[src/rtl/sram_dump_tx.sv]
// Streams a block of 16-bit SRAM words out of an 8N1 UART, low byte first.
// SRAM is read through a req/valid port owned by another block.
module sram_dump_tx #(
   parameter int unsigned CLK_FREQ = 100000000,
   parameter int unsigned ADDR_W   = 19,
   parameter int unsigned BAUD0    = 9600,
   parameter int unsigned BAUD1    = 19200,
   parameter int unsigned BAUD2    = 57600,
   parameter int unsigned BAUD3    = 115200
) (
   input  logic              clk,
   input  logic              rst,
   input  logic              start,
   input  logic [ADDR_W-1:0] base_addr,
   input  logic [ADDR_W-1:0] word_count,
   input  logic [1:0]        brate_selection,
   output logic              sram_req,
   output logic [ADDR_W-1:0] sram_addr,
   input  logic [15:0]       sram_rdata,
   input  logic              sram_valid,
   output logic              tx,
   output logic              busy,
   output logic              done
);

   localparam int unsigned DIV0 = CLK_FREQ / BAUD0;
   localparam int unsigned DIV1 = CLK_FREQ / BAUD1;
   localparam int unsigned DIV2 = CLK_FREQ / BAUD2;
   localparam int unsigned DIV3 = CLK_FREQ / BAUD3;
   localparam int unsigned DIV_A   = (DIV0 > DIV1) ? DIV0 : DIV1;
   localparam int unsigned DIV_B   = (DIV2 > DIV3) ? DIV2 : DIV3;
   localparam int unsigned DIV_MAX = (DIV_A > DIV_B) ? DIV_A : DIV_B;
   localparam int unsigned DIV_W   = $clog2(DIV_MAX + 1);

   typedef enum logic [2:0] {StIdle, StFetch, StSendLo, StSendHi, StFin} state_e;

   state_e            state_q, state_d;
   logic [ADDR_W-1:0] addr_q, addr_d;
   logic [ADDR_W-1:0] remain_q, remain_d;
   logic [DIV_W-1:0]  div_q, div_d;
   logic [DIV_W-1:0]  cnt_q, cnt_d;
   logic [3:0]        bit_q, bit_d;
   logic [15:0]       data_q, data_d;
   logic              tx_q, tx_d;

   logic [DIV_W-1:0]  sel_div;
   logic [7:0]        cur_byte;
   logic              bit_end;
   logic [ADDR_W-1:0] remain_dec;

   always_ff @(posedge clk or posedge rst) begin
      if (rst) begin
         state_q  <= StIdle;
         addr_q   <= '0;
         remain_q <= '0;
         div_q    <= '0;
         cnt_q    <= '0;
         bit_q    <= '0;
         data_q   <= '0;
         tx_q     <= 1'b1;
      end else begin
         state_q  <= state_d;
         addr_q   <= addr_d;
         remain_q <= remain_d;
         div_q    <= div_d;
         cnt_q    <= cnt_d;
         bit_q    <= bit_d;
         data_q   <= data_d;
         tx_q     <= tx_d;
      end
   end

   always_comb begin
      sel_div = DIV_W'(DIV0);
      unique case (brate_selection)
         2'b00: sel_div = DIV_W'(DIV0);
         2'b01: sel_div = DIV_W'(DIV1);
         2'b10: sel_div = DIV_W'(DIV2);
         2'b11: sel_div = DIV_W'(DIV3);
         default: sel_div = DIV_W'(DIV0);
      endcase
   end

   assign cur_byte   = (state_q == StSendHi) ? data_q[15:8] : data_q[7:0];
   assign bit_end    = (cnt_q == div_q - DIV_W'(1));
   assign remain_dec = remain_q - ADDR_W'(1);

   always_comb begin
      state_d  = state_q;
      addr_d   = addr_q;
      remain_d = remain_q;
      div_d    = div_q;
      cnt_d    = cnt_q;
      bit_d    = bit_q;
      data_d   = data_q;
      tx_d     = tx_q;

      unique case (state_q)
         StIdle: begin
            if (start) begin
               addr_d   = base_addr;
               remain_d = word_count;
               div_d    = sel_div;
               cnt_d    = '0;
               bit_d    = '0;
               state_d  = (word_count == '0) ? StFin : StFetch;
            end
         end
         StFetch: begin
            if (sram_valid) begin
               data_d  = sram_rdata;
               tx_d    = 1'b0;
               cnt_d   = '0;
               bit_d   = '0;
               state_d = StSendLo;
            end
         end
         StSendLo, StSendHi: begin
            if (!bit_end) begin
               cnt_d = cnt_q + DIV_W'(1);
            end else begin
               cnt_d = '0;
               if (bit_q == 4'd9) begin
                  // Stop bit finished: chain straight into the next frame or fetch.
                  bit_d = '0;
                  if (state_q == StSendLo) begin
                     tx_d    = 1'b0;
                     state_d = StSendHi;
                  end else begin
                     tx_d     = 1'b1;
                     remain_d = remain_dec;
                     addr_d   = addr_q + ADDR_W'(1);
                     state_d  = (remain_dec == '0) ? StFin : StFetch;
                  end
               end else begin
                  bit_d = bit_q + 4'd1;
                  tx_d  = (bit_q == 4'd8) ? 1'b1 : cur_byte[bit_q[2:0]];
               end
            end
         end
         StFin: begin
            state_d = StIdle;
         end
         default: state_d = StIdle;
      endcase
   end

   assign sram_req  = (state_q == StFetch);
   assign sram_addr = addr_q;
   assign tx        = tx_q;
   assign busy      = (state_q != StIdle);
   assign done      = (state_q == StFin);

endmodule

[config.mk]
export PLATFORM = sky130hd
export DESIGN_NAME = sram_dump_tx
export DESIGN_NICKNAME = d
export VERILOG_FILES = /design/src/rtl/sram_dump_tx.sv
export SDC_FILE = /design/constraint.sdc
export NUM_CORES = 1
export LEC_CHECK = 0
export ABC_AREA = 1
export BUFFER_PORTS_ARGS = -buffer_cell sky130_fd_sc_hd__buf_4
export CORE_MARGIN = 4
export CORE_UTILIZATION = 45
export DETAILED_ROUTE_END_ITERATION = 8
export PLACE_DENSITY = 0.73
export SETUP_SLACK_MARGIN = 0.3
export SLEW_MARGIN = 20
export SYNTH_ARGS = -nofsm -noshare
export SYNTH_HDL_FRONTEND = slang
export SYNTH_SLANG_ARGS = --single-unit
[constraint.sdc]
create_clock -name clk -period 3.8 [get_ports clk]
set_input_delay 0.57 -clock clk [delete_from_list [all_inputs] [get_ports clk]]
set_output_delay 0.57 -clock clk [all_outputs]
set_load 0.005 [all_outputs]
==> run_results.csv <==
group,metric,value,unit
critical_path,worstSetupStartpoint,"div_q[8]",
critical_path,critPathKind,"flip-flop to flip-flop",
logic_synthesis,synth_compound_area_share,10.4,%
die,initial_util,46.9,%
timing,rsz_0062_raised_after_global_routing,"no",
logic_synthesis,synthesis.area,0.00572,mm²
die,die_width,121,µm
drt,drt_wl_total,14.1,mm
critical_path,cp.required,4.09,ns
pwr,power.density,369,mW/mm²
cells_and_area,sequential_cell_area,0.00213,mm²
timing,timing.final.crit_share,74.1,%
logic_synthesis,netlist-cell-type-count,43,
die,io-pin-count,83,
placed_design,place.detailed.hpwl,10.7,mm
logic_synthesis,async_flop_share,100,%
cts,total_number_of_h_tree_levels,3,
cells_and_area,filler_cell_count,1239,
drt,routed_via_density,5.06,
drt,antenna_left,0,
die,coreArea,0.0122,mm²
critical_path,critPathCaptureType,"flip-flop",
placed_design,port-buffer-count,82,
cts,worstSkewPairLatency,0.35,ns
grt,gr-total-overflow,0,
critical_path,cp_data_arrival_time,3.10,ns
grt,gr-max-usage-layer,"met2",
timing,hold_viol_final,0,
logic_synthesis,yosys-mux-area-fraction,4.11,%
outcome,run_status,"finished clean",
logic_synthesis,synth-adder-area-share,1.97,%
grt,gr-usage-all-layers,20.6,%
die,placement_rows,40,
cts,post_cts.repair.setup_buffers,0,
critical_path,critical_path.reg2reg.startpoint,"div_q[8]",
logic_synthesis,synth_seq_cells,85,
grt,grt_first_pass_wirelength,24.5,mm
worst_hold_path,hp-class,"input port to async pin",
grt,grt_use_met2,33.4,%
timing,max_freq,355,MHz
grt,gr-usage-met1,28.0,%
grt,grt_start_max_net_pins,70,
job,max_cap_viol_count,0,
cts,tritoncts_clock_tree,"yes",
die,die-height,121,µm
timing,worst_slew_margin_rel,45.1,%
logic_synthesis,netlist_instances,842,
critical_path,regToRegSetupSlack,0.99,ns
placed_design,place_area,0.00649,mm²
logic_synthesis,main_combinational_cell_family_by_area_after_synthesis,"simple AND/OR/NAND/NOR gates",
timing,report.final.setup_viol,0,
timing,fin_worst_skew,0.00475,ns
timing,worst_slew_pin_slew,0.824,ns
logic_synthesis,synth-edff-count,0,
timing,setup_tns,0,ns
drt,drt_drc_violations_left,0,
critical_path,startpoint_type,"flip-flop",
cells_and_area,antennaDiodeCount,0,
logic_synthesis,postSynthAreaPerCell,6.80,µm²
cts,worst_setup_hold_path_clk_slew,0.07,ns
cts,clockBufferDepth,2,
drt,detailedRoute.firstPassIterationCount,6,
placed_design,gp_congestion,0.879,
timing,drv_slew,0,
cts,post_cts_resized,0,
cts,cts.sinks,85,
pwr,design_power_total,0.00250,W
timing,layout_min_cycle_time,2.81,ns
cts,tritoncts.num_buffers,9,
grt,via_count_of_the_first_global_routing_pass,5206,
cells_and_area,areaGrowthSynthToFinish,18.4,%
cts,post_cts_hold_buffer_count,0,
cells_and_area,mostFrequentLayoutCells,"262 x sky130_fd_sc_hd__nand2_1, 102 x sky130_fd_sc_hd__inv_1, 98 x sky130_fd_sc_hd__nor2_1",
grt,antenna_violations_before_repair,0,
grt,grt_use_met3,5.00,%
critical_path,crit_fanout,69,
critical_path,critical_r2r_capture,"sram_addr[11]",
cells_and_area,finish.net_count,988,
critical_path,worst_r2r_path_depth,17,
pwr,irDropWorstVdd,0.389,mV
logic_synthesis,xor_xnor_fraction_of_synth_area,2.45,%
critical_path,critical_path.endpoint,"sram_addr[11]",
pwr,leakage,3.43,nW
logic_synthesis,synth_warnings,0,
logic_synthesis,postSynthNetCount,911,
cts,clk_root_buf,"sky130_fd_sc_hd__clkbuf_16",
drt,routed-via-count,5521,
drt,route.detailed.wl_per_inst,12.9,µm
cells_and_area,multiInputGateArea,0.00309,mm²
cells_and_area,final_layout_size_suffix_gt1_share,14.7,%
cells_and_area,final_cell_area,0.00678,mm²
logic_synthesis,synth.yosys.seq_area_share,37.2,%
cells_and_area,mostFrequentLayoutCell,"sky130_fd_sc_hd__nand2_1",
logic_synthesis,synth_top_flop_cell,"sky130_fd_sc_hd__dfrtp_1",
logic_synthesis,synth-simple-area-share,35.1,%
die,die-area,0.0146,mm²
drt,drt_iter0_drc,430,
per-layer routing:
metal,vias to the layer above,wire [µm]
met5,-,0
met4,0,180
met3,18,585
met2,114,6660
met1,2523,6710
li1,2866,-
worst min-delay path by stage:
stage                             from            to  slack, ns  cells after the start
final                              rst     data_q[9]       0.36                      2
after CTS                          rst     data_q[9]       0.38                      2
after global routing               rst     data_q[9]       0.41                      2
after floorplan           remain_q[16]  remain_q[16]       0.45                      2
after global placement    remain_q[16]  remain_q[16]       0.47                      2
after detailed placement            tx            tx       0.49                      2
cell usage after synthesis (2+ instances only):
cell type	n	area (µm²)
sky130_fd_sc_hd__a21oi_1	15	75.1
sky130_fd_sc_hd__mux2_2	12	135
sky130_fd_sc_hd__inv_2	2	7.51
sky130_fd_sc_hd__nand2_2	2	12.5
sky130_fd_sc_hd__a31o_2	2	17.5
sky130_fd_sc_hd__nor4_1	4	25.0
sky130_fd_sc_hd__mux2i_1	10	100
sky130_fd_sc_hd__and3_1	5	31.3
sky130_fd_sc_hd__nand4_1	21	131
sky130_fd_sc_hd__a21o_1	2	15.0
sky130_fd_sc_hd__nor2_1	98	368
sky130_fd_sc_hd__o31ai_1	3	22.5
sky130_fd_sc_hd__inv_1	103	387
sky130_fd_sc_hd__ha_1	9	113
sky130_fd_sc_hd__clkbuf_1	14	52.6
sky130_fd_sc_hd__nand3b_1	4	30.0
sky130_fd_sc_hd__nor2_2	3	18.8
sky130_fd_sc_hd__o21ai_2	2	17.5
sky130_fd_sc_hd__buf_2	5	25.0
sky130_fd_sc_hd__nor3_1	9	45.0
sky130_fd_sc_hd__nand2_1	262	983
sky130_fd_sc_hd__o21ai_0	75	375
sky130_fd_sc_hd__xor2_1	12	105
sky130_fd_sc_hd__and3b_1	2	17.5
sky130_fd_sc_hd__buf_6	2	22.5
sky130_fd_sc_hd__o21bai_1	2	15.0
sky130_fd_sc_hd__dfrtp_1	84	2100
sky130_fd_sc_hd__buf_1	2	7.51
sky130_fd_sc_hd__nand3_1	55	275
sky130_fd_sc_hd__xnor2_1	4	35.0
sky130_fd_sc_hd__a31oi_1	2	12.5
sky130_fd_sc_hd__or2_2	3	18.8
sky130_fd_sc_hd__o21a_1	2	15.0
power breakdown:
group          total [W]  switching (W)  internal (W)
combinational   0.000571       0.000328      0.000243
clock           0.000853       0.000401      0.000452
sequential       0.00108      0.0000925      0.000988
total            0.00250       0.000821       0.00168
cell type report:
type	count	area share [%]
Clock buffer	9	3.32
Clock inverter	7	0.849
Inverter	105	5.83
Multi-Input combinational cell	629	45.6
Sequential cell	85	31.4
Tap cell	168	3.10
Timing Repair Buffer	89	9.86
registers in the layout (all words and copies together), names as in the netlist:
signal and count:
data_q 16, sram_addr 19, div_q 9, remain_q 19, tx 1, cnt_q 14, bit_q 4, state_q 3
metrics by stage:
step	utilization [%]	setup WS (ns)	hold slack (ns)	cells
after CTS	55.5	0.930	0.379	1092
after global placement	53.2	1.01	0.474	1076
final	55.5	0.985	0.355	1092
after detailed placement	53.2	0.954	0.485	1076
after global routing	55.5	0.578	0.408	1092
after floorplan	-	1.04	0.453	842
critical path, stage by stage, from the launching register on:
cell and delay (ns):
sky130_fd_sc_hd__dfrtp_1 0.42, sky130_fd_sc_hd__inv_2 0.10, sky130_fd_sc_hd__ha_1 0.32, sky130_fd_sc_hd__nand2_1 0.07, sky130_fd_sc_hd__inv_1 0.04, sky130_fd_sc_hd__nor2_1 0.07
sky130_fd_sc_hd__nand2_1 0.07, sky130_fd_sc_hd__nor2_1 0.10, sky130_fd_sc_hd__nand2_1 0.05, sky130_fd_sc_hd__inv_1 0.04, sky130_fd_sc_hd__nand2_1 0.04, sky130_fd_sc_hd__nor2_1 0.10
sky130_fd_sc_hd__nand3_2 0.12, sky130_fd_sc_hd__nand2_4 0.13, sky130_fd_sc_hd__nand3_4 0.50, sky130_fd_sc_hd__inv_2 0.39, sky130_fd_sc_hd__nand2_1 0.09, sky130_fd_sc_hd__nand2_1 0.06
cell families after synthesis:
kind of cell,after synthesis
multiplexers,22
XOR/XNOR,16
flip-flops,85
adder cells (fa/ha/maj),9
AND/OR/NAND/NOR,473
buffers and inverters,128
AO/OA/AOI/OAI,109
Power figures use the tool's default switching activity.
